$ cat src/rtl/d_branch_resolver_pkg.sv
// Shared constants for the decode-stage branch resolver: branch type codes,
// 2-bit predictor counter encodings and the counter saturating-update helper.
package d_branch_resolver_pkg;

  localparam int unsigned TYPE_W = 3;
  localparam int unsigned CTR_W  = 2;

  typedef enum logic [TYPE_W-1:0] {
    B_NONE = 3'd0,
    B_BEQ  = 3'd1,
    B_BNE  = 3'd2,
    B_BLEZ = 3'd3,
    B_BGTZ = 3'd4,
    B_BLTZ = 3'd5,
    B_BGEZ = 3'd6,
    B_RSVD = 3'd7
  } br_type_e;

  typedef enum logic [CTR_W-1:0] {
    CTR_SNT = 2'd0,
    CTR_WNT = 2'd1,
    CTR_WT  = 2'd2,
    CTR_ST  = 2'd3
  } ctr_e;

  localparam logic [CTR_W-1:0] CTR_RESET = CTR_WNT;

  function automatic logic is_branch(input logic [TYPE_W-1:0] t);
    return (t != B_NONE) && (t != B_RSVD);
  endfunction

  // Saturating 2-bit counter step toward the resolved outcome.
  function automatic logic [CTR_W-1:0] ctr_next(input logic [CTR_W-1:0] c, input logic taken);
    if (taken) return (c == CTR_ST)  ? c : c + CTR_W'(1);
    else       return (c == CTR_SNT) ? c : c - CTR_W'(1);
  endfunction

endpackage

$ cat src/rtl/d_branch_resolver_if.sv
// F-stage lookup and D-stage resolution signals between the pipeline and the
// branch resolver.
interface d_branch_resolver_if #(
  parameter int unsigned WIDTH = 32,
  parameter int unsigned IDX_W = 6,
  parameter int unsigned CNT_W = 32
);
  logic [31:0]       f_pc;
  logic              f_pred_taken;
  logic [IDX_W-1:0]  f_pred_idx;
  logic              d_valid;
  logic              d_stall;
  logic [2:0]        d_type;
  logic [WIDTH-1:0]  d_rs;
  logic [WIDTH-1:0]  d_rt;
  logic [IDX_W-1:0]  d_pred_idx;
  logic              d_pred_taken;
  logic              d_b_jump;
  logic              d_mispredict;
  logic [CNT_W-1:0]  branch_cnt;
  logic [CNT_W-1:0]  mispredict_cnt;

  modport master (
    output f_pc, d_valid, d_stall, d_type, d_rs, d_rt, d_pred_idx, d_pred_taken,
    input  f_pred_taken, f_pred_idx, d_b_jump, d_mispredict, branch_cnt, mispredict_cnt
  );

  modport slave (
    input  f_pc, d_valid, d_stall, d_type, d_rs, d_rt, d_pred_idx, d_pred_taken,
    output f_pred_taken, f_pred_idx, d_b_jump, d_mispredict, branch_cnt, mispredict_cnt
  );
endinterface

$ cat src/rtl/d_branch_resolver_branch_cond.sv
// Pure combinational condition evaluator for the six conditional branch types;
// none and reserved codes evaluate to not-taken.
module branch_cond
  import d_branch_resolver_pkg::*;
#(
  parameter int unsigned WIDTH = 32
) (
  input  logic [TYPE_W-1:0] br_type,
  input  logic [WIDTH-1:0]  rs,
  input  logic [WIDTH-1:0]  rt,
  output logic              taken
);

  logic rs_neg;
  logic rs_zero;

  assign rs_neg  = rs[WIDTH-1];
  assign rs_zero = (rs == '0);

  always_comb begin
    taken = 1'b0;
    case (br_type)
      B_BEQ:   taken = (rs == rt);
      B_BNE:   taken = (rs != rt);
      B_BLEZ:  taken = rs_neg | rs_zero;
      B_BGTZ:  taken = ~rs_neg & ~rs_zero;
      B_BLTZ:  taken = rs_neg;
      B_BGEZ:  taken = ~rs_neg;
      default: taken = 1'b0;
    endcase
  end

endmodule

$ cat src/rtl/d_branch_resolver.sv
// Decode-stage branch resolver with a 2-bit counter PHT (bimodal or gshare),
// non-speculative global history and saturating branch/mispredict statistics.
module d_branch_resolver
  import d_branch_resolver_pkg::*;
#(
  parameter int unsigned WIDTH     = 32,
  parameter int unsigned PHT_DEPTH = 64,
  parameter int unsigned GHR_W     = 6,
  parameter int unsigned MODE      = 0,
  parameter int unsigned CNT_W     = 32
) (
  input  logic               clk,
  input  logic               reset,
  d_branch_resolver_if.slave bus
);

  localparam int unsigned IDX_W = $clog2(PHT_DEPTH);

  logic [CTR_W-1:0] pht_q [PHT_DEPTH];
  logic [GHR_W-1:0] ghr_q;
  logic [CNT_W-1:0] branch_cnt_q;
  logic [CNT_W-1:0] mispredict_cnt_q;
  logic [IDX_W-1:0] f_idx;
  logic             cond_taken;
  logic             d_is_br;
  logic             b_jump;
  logic             mispredict;
  logic             commit;
  logic             unused_pc_bits;

  assign unused_pc_bits = ^{bus.f_pc[31:IDX_W+2], bus.f_pc[1:0]};

  // F-stage lookup; gshare folds zero-extended history into the PC index.
  always_comb begin
    f_idx = bus.f_pc[IDX_W+1:2];
    if (MODE != 0) f_idx = f_idx ^ IDX_W'(ghr_q);
  end

  assign bus.f_pred_idx   = f_idx;
  assign bus.f_pred_taken = pht_q[f_idx][CTR_W-1];

  branch_cond #(.WIDTH(WIDTH)) u_cond (
    .br_type (bus.d_type),
    .rs      (bus.d_rs),
    .rt      (bus.d_rt),
    .taken   (cond_taken)
  );

  assign d_is_br    = is_branch(bus.d_type);
  assign b_jump     = bus.d_valid & cond_taken;
  assign mispredict = bus.d_valid & d_is_br & (b_jump != bus.d_pred_taken);
  assign commit     = bus.d_valid & ~bus.d_stall & d_is_br;

  assign bus.d_b_jump       = b_jump;
  assign bus.d_mispredict   = mispredict;
  assign bus.branch_cnt     = branch_cnt_q;
  assign bus.mispredict_cnt = mispredict_cnt_q;

  // Table write lands at the end of the commit cycle, so F reads the old entry.
  always_ff @(posedge clk or negedge reset) begin
    if (!reset) begin
      for (int i = 0; i < int'(PHT_DEPTH); i++) pht_q[i] <= CTR_RESET;
    end else if (commit) begin
      pht_q[bus.d_pred_idx] <= ctr_next(pht_q[bus.d_pred_idx], b_jump);
    end
  end

  always_ff @(posedge clk or negedge reset) begin
    if (!reset) begin
      ghr_q <= '0;
    end else if (commit) begin
      ghr_q <= GHR_W'({ghr_q, b_jump});
    end
  end

  // Statistics stick at all-ones instead of wrapping.
  always_ff @(posedge clk or negedge reset) begin
    if (!reset) begin
      branch_cnt_q     <= '0;
      mispredict_cnt_q <= '0;
    end else if (commit) begin
      if (branch_cnt_q != '1) branch_cnt_q <= branch_cnt_q + CNT_W'(1);
      if (mispredict && (mispredict_cnt_q != '1)) mispredict_cnt_q <= mispredict_cnt_q + CNT_W'(1);
    end
  end

endmodule

$ cat src/flat_wrapper.sv
// flat-port wrapper written by rule: the top's interface ports become plain ports
module d_branch_resolver_flat import d_branch_resolver_pkg::*;
#(
  parameter int unsigned WIDTH     = 32,
  parameter int unsigned PHT_DEPTH = 64,
  parameter int unsigned GHR_W     = 6,
  parameter int unsigned MODE      = 0,
  parameter int unsigned CNT_W     = 32
)
  (clk, reset, bus_f_pc, bus_d_valid, bus_d_stall, bus_d_type, bus_d_rs, bus_d_rt, bus_d_pred_idx, bus_d_pred_taken, bus_f_pred_taken, bus_f_pred_idx, bus_d_b_jump, bus_d_mispredict, bus_branch_cnt, bus_mispredict_cnt);
  d_branch_resolver_if #(.WIDTH(WIDTH), .IDX_W(6), .CNT_W(CNT_W)) bus_i ();
  input  logic clk;
  input  logic reset;
  input wire logic [$bits(bus_i.f_pc)-1:0] bus_f_pc;
  input wire logic [$bits(bus_i.d_valid)-1:0] bus_d_valid;
  input wire logic [$bits(bus_i.d_stall)-1:0] bus_d_stall;
  input wire logic [$bits(bus_i.d_type)-1:0] bus_d_type;
  input wire logic [$bits(bus_i.d_rs)-1:0] bus_d_rs;
  input wire logic [$bits(bus_i.d_rt)-1:0] bus_d_rt;
  input wire logic [$bits(bus_i.d_pred_idx)-1:0] bus_d_pred_idx;
  input wire logic [$bits(bus_i.d_pred_taken)-1:0] bus_d_pred_taken;
  output wire logic [$bits(bus_i.f_pred_taken)-1:0] bus_f_pred_taken;
  output wire logic [$bits(bus_i.f_pred_idx)-1:0] bus_f_pred_idx;
  output wire logic [$bits(bus_i.d_b_jump)-1:0] bus_d_b_jump;
  output wire logic [$bits(bus_i.d_mispredict)-1:0] bus_d_mispredict;
  output wire logic [$bits(bus_i.branch_cnt)-1:0] bus_branch_cnt;
  output wire logic [$bits(bus_i.mispredict_cnt)-1:0] bus_mispredict_cnt;
  assign bus_i.f_pc = bus_f_pc;
  assign bus_i.d_valid = bus_d_valid;
  assign bus_i.d_stall = bus_d_stall;
  assign bus_i.d_type = bus_d_type;
  assign bus_i.d_rs = bus_d_rs;
  assign bus_i.d_rt = bus_d_rt;
  assign bus_i.d_pred_idx = bus_d_pred_idx;
  assign bus_i.d_pred_taken = bus_d_pred_taken;
  assign bus_f_pred_taken = bus_i.f_pred_taken;
  assign bus_f_pred_idx = bus_i.f_pred_idx;
  assign bus_d_b_jump = bus_i.d_b_jump;
  assign bus_d_mispredict = bus_i.d_mispredict;
  assign bus_branch_cnt = bus_i.branch_cnt;
  assign bus_mispredict_cnt = bus_i.mispredict_cnt;
  d_branch_resolver #(.WIDTH(WIDTH), .PHT_DEPTH(PHT_DEPTH), .GHR_W(GHR_W), .MODE(MODE), .CNT_W(CNT_W)) u_core (.clk(clk), .reset(reset), .bus(bus_i));
endmodule
$ cat config.mk
export PLATFORM = sky130hd
export DESIGN_NAME = d_branch_resolver_flat
export DESIGN_NICKNAME = d
export VERILOG_FILES = /design/src/rtl/d_branch_resolver_pkg.sv /design/src/rtl/d_branch_resolver_if.sv /design/src/rtl/d_branch_resolver_branch_cond.sv /design/src/rtl/d_branch_resolver.sv /design/src/flat_wrapper.sv
export SDC_FILE = /design/constraint.sdc
export NUM_CORES = 1
export LEC_CHECK = 0
export ABC_AREA = 1
export CAP_MARGIN = 20
export CORE_ASPECT_RATIO = 0.5
export CORE_UTILIZATION = 50
export DETAILED_ROUTE_END_ITERATION = 8
export PLACE_DENSITY_LB_ADDON = 0.05
export SLEW_MARGIN = 10
export SYNTH_ARGS = -nofsm -noshare
export SYNTH_HDL_FRONTEND = slang
export SYNTH_HIERARCHICAL = 1
export SYNTH_SLANG_ARGS = --single-unit
$ cat constraint.sdc
create_clock -name clk -period 3.4 [get_ports clk]
set_input_delay 0.34 -clock clk [delete_from_list [all_inputs] [get_ports clk]]
set_output_delay 0.34 -clock clk [all_outputs]
set_load 0.02 [all_outputs]
==> reports/metrics.cfg, run 1 <==
[hold_path]
holdPathStages = 2
hp-start = u_core/pht_q[98]
holdPathEnd = u_core/pht_q[98]
holdCritPathClass = flop to flop

[power]
power.density_mw_per_mm2 = 410
p_leak_nw = 6.90
ir_drop_mv = 0.367
design_power_total_w = 0.00602

[clock_tree]
cts_root_buf = clkbuf_16
cts_hold_buffers = 1
postCtsSetupRepairBufs = 0
ctsResizeCount = 0
clkLatencyLatePin_ps = 460
cts.sinks = 192
clockBufferDepth = 2
cts_tree = done
clkTransAtPathRegs_ps = 70
htreeDepth = 4
cts_buffers = 17

[place]
hpwl_mm = 27.5
place_inst = 2244
portBuffers = 156
pre_cts_ws_ps = 324
finalWeightedCongestion = 0.959

[final_layout]
mostFrequentLayoutCell = nand2_1
fillCellCount = 2117
drive_above_1_share_pct = 8.17
mostFrequentLayoutCells = nand2_1, inv_1, nor2_1
area_growth_syn_to_layout_pct = 22.0
instances_no_fill = 2277
n_antenna_cell = 0
layout.nets = 2069

[grt]
grt-ovfl-total = 0
grt_util_all_layers_pct = 31.8
antenna_found_initial = 0
grt_start_max_net_pins = 90
grt_first_pass_wirelength_mm = 61.8
grt_pass1_vias = 11900

[sta]
rsz0062_at_grt = false
whs_ps = 465
slew_violations = 0
finalSetupViolations = 0
layout_min_cycle_time_ps = 3100
fin_crit_sh_pct = 91.1
hold_viol = 0
slew-limit-headroom_pct = 44.6
max_freq_ghz = 0.323
tightest_slew_ps = 829
fin_skew_ps = 9.12
setup_ws_ps = 303
setup_tns_ps = 0

[worst_setup_path]
ff2ff_path_depth = 10
critPathTopFamily = buffers and inverters
critPathMaxFanout = 19
cpMaxStageDelayCell = clkdlybuf4s50_1
worstPathRequired_ps = 3060
critPathCaptureType = output pin
reg2reg_from = u_core/bus.branch_cnt[0]
max_stage_delay_ps = 670
crit_chain = clkdlybuf4s50_1 > buf_4 > o21ai_0 > o211ai_1 > o211ai_1 > nand3_1 > nand2_1 > o21ai_0 > clkdlybuf4s50_1
cp-start-kind = primary input
path_class = primary input to output pin
rr_endpoint = u_core/bus.branch_cnt[29]
rrSetupSlack_ps = 720
crit_buf_inv = 3
cp.arrival_ps = 2760

[flow_run]
cap_viol_max_count = 0

[logic_synthesis]
yosysSeqAreaShare_pct = 40.5
synth_edf_count = 0
yosys_warnings = 6
synthDistinctLibCells = 31
synth_ff_type = dfrtp_1
syn_nets = 1911
synth_area_mm2 = 0.0121
ys_ff_latch = 192
syn_inst = 1799
syn_avg_cell_area_um2 = 6.70
async_reset_ff_share_pct = 100

[drt]
wl_per_cell_um = 17.1
drt_first_pass_iters = 6
drtAntennaViolNets = 0
drt_iter0_drc = 1462
vias = 12400
totalWireLength_mm = 38.8
viasPerCell = 5.44
drc_errors = 0

[die]
num_rows = 39
fp.dieW_um = 222
core_area_mm2 = 0.0232
die_area_mm2 = 0.0248
io_pins = 183
start_util_pct = 51.9
die_height_um = 112

[outcome]
status = finished, final reports clean

-- cells by family after synthesis --
group / synth area share [%]
buf+inv: 8.96
xor+xnor: 6.38
fa+ha+maj: 0.208
flops: 40.5
simple gates: 39.2
compound gates: 4.71
-- cells in the mapped netlist (5+ instances only) --
cell type | instances | area (um2)
nand2_1 | 764 | 2870
inv_1 | 187 | 702
nor2_1 | 175 | 657
dfrtp_1 | 128 | 3200
nand3_1 | 121 | 606
dfstp_2 | 64 | 1680
o21ai_0 | 63 | 315
xor2_1 | 46 | 403
nor3_1 | 44 | 220
xnor2_1 | 40 | 350
nand4_1 | 24 | 150
clkbuf_1 | 21 | 78.8
o211ai_1 | 21 | 158
buf_2 | 20 | 100
a21oi_1 | 17 | 85.1
nor4_1 | 11 | 68.8
buf_4 | 9 | 67.6
buf_6 | 9 | 101
or2_2 | 6 | 37.5
nor2_2 | 5 | 31.3
-- worst max path at each step --
stage	slack, ps	cells past startpoint	to	startpoint
after floorplan	1210	16	u_core/bus.mispredict_cnt[29]	bus_d_rs[19]
after global placement	310	14	bus_d_mispredict	bus_d_rs[10]
after detailed placement	320	14	bus_d_mispredict	bus_d_rs[10]
after CTS	310	14	bus_d_mispredict	bus_d_rs[10]
after global routing	180	10	bus_f_pred_taken	bus_f_pc[2]
final	300	9	bus_f_pred_taken	bus_f_pc[2]
-- worst reg2reg max path, delay by kind of cell, from the launching register on --
family,cells,cell delay [ps]
simple gates,6,1330
fa+ha+maj,1,190
flops,1,480
buf+inv,2,450
compound gates,1,90
-- cell type report --
class	count	area (um2)	area share [%]
clock inverters	12	124	0.842
well taps	307	384	2.61
multi-input cells	1353	6090	41.4
clock buffers	20	447	3.04
repair buffers	201	2050	13.9
inverters	192	721	4.90
flip-flops and latches	192	4880	33.2
-- per-layer routing --
metal | GRT usage [%] | vias to the layer above | wire length, um
met1 | 41.3 | 5791 | 16700
met4 | 12.4 | 0 | 1220
met3 | 7.44 | 97 | 3500
met5 | 0 | - | 0
li1 | - | 5894 | -
met2 | 51.8 | 601 | 17400
-- power by group --
| group | switching [W] | internal (W) |
|---|---|---|
| registers | 0.000195 | 0.00248 |
| clock network | 0.000955 | 0.00105 |
| logic | 0.000807 | 0.000540 |
-- per-stage QoR --
step	util, %	area, um2
floorplan	-	12100
global placement	60.8	14100
detailed placement	60.8	14100
CTS	63.3	14700
global route	63.3	14700
finish	63.3	14700
-- registers in the layout, summed over array words and instances, names as in the netlist --
signal,cells
u_core/bus.mispredict_cnt,32
u_core/bus.branch_cnt,32
u_core/pht_q,128
No activity file was read; power rests on OpenSTA's default activity.
==> run 2, diff against run 1 <==
CORE_ASPECT_RATIO = default   (was 0.5)
PLACE_DENSITY = 0.78   (was default)
PLACE_DENSITY_LB_ADDON = default   (was 0.05)
==> run 2 against run 1 <==
Against the previous run: the run now ends with hold timing left; cell area down 0.12%; wire length down 7.0%; clock power up 10%; global-route usage down 1.7 points; sequential share of layout area about the same; largest power group unchanged.
==> reports/metrics.cfg, run 2 (synthesis gave the netlist of run 1 again) <==
[clock_tree]
ctsResizeCount = 0  ; unchanged
htreeDepth = 4  ; unchanged
cts_buffers = 17  ; unchanged
cts.sinks = 192  ; unchanged
cts_hold_buffers = 0  ; -1
cts_root_buf = clkbuf_16
cts_tree = done
clockBufferDepth = 2  ; unchanged
postCtsSetupRepairBufs = 0  ; unchanged
clkTransAtPathRegs_ps = 80  ; about the same
clkLatencyLatePin_ps = 450  ; about the same

[drt]
drc_errors = 0  ; unchanged
drtAntennaViolNets = 0  ; unchanged
drt_iter0_drc = 1101  ; -25%
viasPerCell = 5.41  ; -0.60%
totalWireLength_mm = 36.1  ; -7.0%
vias = 12300  ; -0.29%
wl_per_cell_um = 15.8  ; -7.2%
drt_first_pass_iters = 6  ; unchanged

[die]
die_area_mm2 = 0.0247  ; -0.15%
start_util_pct = 51.2  ; -0.69 points
io_pins = 183  ; unchanged
fp.dieW_um = 157  ; -29%
core_area_mm2 = 0.0235  ; +1.4%
num_rows = 56  ; +44%
die_height_um = 157  ; +41%

[sta]
max_freq_ghz = 0.314  ; -2.7%
rsz0062_at_grt = false
tightest_slew_ps = 864  ; +35.1 ps
setup_tns_ps = 0  ; unchanged
fin_skew_ps = 16.2  ; +7.12 ps
hold_viol = 4  ; +4
layout_min_cycle_time_ps = 3180  ; +87.6 ps
whs_ps = -21.9  ; -487 ps
fin_crit_sh_pct = 93.7  ; +2.6 points
setup_ws_ps = 215  ; -87.6 ps
finalSetupViolations = 0  ; unchanged
slew-limit-headroom_pct = 42.4  ; -2.2 points
slew_violations = 0  ; unchanged

[hold_path]
holdCritPathClass = primary input to async pin

[flow_run]
cap_viol_max_count = 0  ; unchanged

[final_layout]
top_register = u_core/pht_q
fillCellCount = 2134  ; +0.80%
area_growth_syn_to_layout_pct = 21.9
mostFrequentLayoutCells = nand2_1, inv_1, nor2_1
drive_above_1_share_pct = 8.09  ; -0.081 points
layout.nets = 2064  ; -0.24%
n_antenna_cell = 0  ; unchanged
largest_register_ffs = 128  ; unchanged
mostFrequentLayoutCell = nand2_1

[worst_setup_path]
cp.arrival_ps = 2840  ; +80 ps
rrSetupSlack_ps = 910  ; +190 ps
critPathCaptureType = output pin
reg2reg_from = u_core/bus.branch_cnt[0]
path_class = primary input to output pin
cp-start-kind = primary input
cp-startpoint = bus_d_rs[31]
endpoint = bus_d_mispredict
worstPathRequired_ps = 3060  ; about the same
rr_endpoint = u_core/bus.branch_cnt[29]
ff2ff_path_depth = 11  ; +1
critPathMaxFanout = 5  ; -14

[grt]
grt_util_all_layers_pct = 30.2  ; -1.7 points
grt_pass1_vias = 11900  ; -0.49%
grt-ovfl-total = 0  ; unchanged
use_met1_pct = 38.8  ; -2.5 points
grt_start_max_net_pins = 106  ; +18%
antenna_found_initial = 0  ; unchanged
grt.met3_usage_pct = 4.98  ; -2.5 points
grt_first_pass_wirelength_mm = 58.8  ; -4.9%
met2_usage_pct = 50.6  ; -1.2 points
grt.busiest_layer = met2

[power]
ir_drop_mv = 0.380  ; +3.7%
p_leak_nw = 6.91  ; about the same
power.density_mw_per_mm2 = 417  ; +1.7%

[place]
pre_cts_ws_ps = 275  ; -49.5 ps
portBuffers = 156  ; unchanged
hpwl_mm = 24.8  ; -9.8%
finalWeightedCongestion = 0.957  ; -0.14%

[outcome]
status = finished, violations left
violations = hold timing

==> run 2: per-stage QoR <==
| step | std cells | power, W | area (um2) | hold WS [ps] | utilization, % |
|---|---|---|---|---|---|
| 2_1_floorplan | 1799 | 0.00336 | 12100 | 44.4 | - |
| 3_3_place_gp | 2252 | 0.00392 | 14000 | 453 | 59.7 |
| 3_5_place_dp | 2252 | 0.00394 | 14000 | 456 | 59.7 |
| 4_1_cts | 2284 | 0.00615 | 14700 | 35.5 | 62.4 |
| 5_1_grt | 2284 | 0.00638 | 14700 | 42.6 | 62.4 |
| 6_report | 2284 | 0.00612 | 14700 | -21.9 | 62.4 |
==> run 2: worst min path at each step <==
stage                       from                       end  slack [ps]  depth (start not counted)
2_1_floorplan              reset  u_core/bus.branch_cnt[0]          40                          0
6_report                   reset           u_core/pht_q[7]         -20                          1
3_5_place_dp    u_core/pht_q[28]          u_core/pht_q[28]         460                          2
4_1_cts                    reset           u_core/pht_q[7]          40                          1
3_3_place_gp   u_core/pht_q[104]         u_core/pht_q[104]         450                          2
5_1_grt                    reset           u_core/pht_q[7]          40                          1
==> run 2: worst max-delay path: stages <==
cell,delay [ps]
clkdlybuf4s50_1,500
nor2_1,150
nand4_1,120
nor2_1,150
nand2_1,100
a21oi_1,140
nor2_1,60
nand2_1,60
nand2_1,230
xor2_1,240
nor2_1,140
clkdlybuf4s50_1,620
==> run 2: report_power, final <==
group          leakage (nW)  total [W]  internal [W]  switching (W)
combinational          4.20    0.00128      0.000517       0.000760
sequential             2.39    0.00264       0.00248       0.000164
clock                 0.312    0.00220       0.00120        0.00100
total                  6.91    0.00612       0.00420        0.00192
==> run 2: area by class of cell <==
type                    instances  area (um2)  area share [%]
multi-input cells            1353        6090            41.5
flip-flops and latches        192        4880            33.3
inverters                     192         721            4.91
repair buffers                196        1950            13.3
clock buffers                  17         425            2.90
clock inverters                15         215            1.47
well taps                     319         399            2.72
==> run 2: layer usage <==
metal / share of wire (%) / up-vias
li1: - / 5893
met1: 40 / 5722
met2: 47 / 634
met3: 9.3 / 98
met4: 3.2 / 0
met5: 0 / -
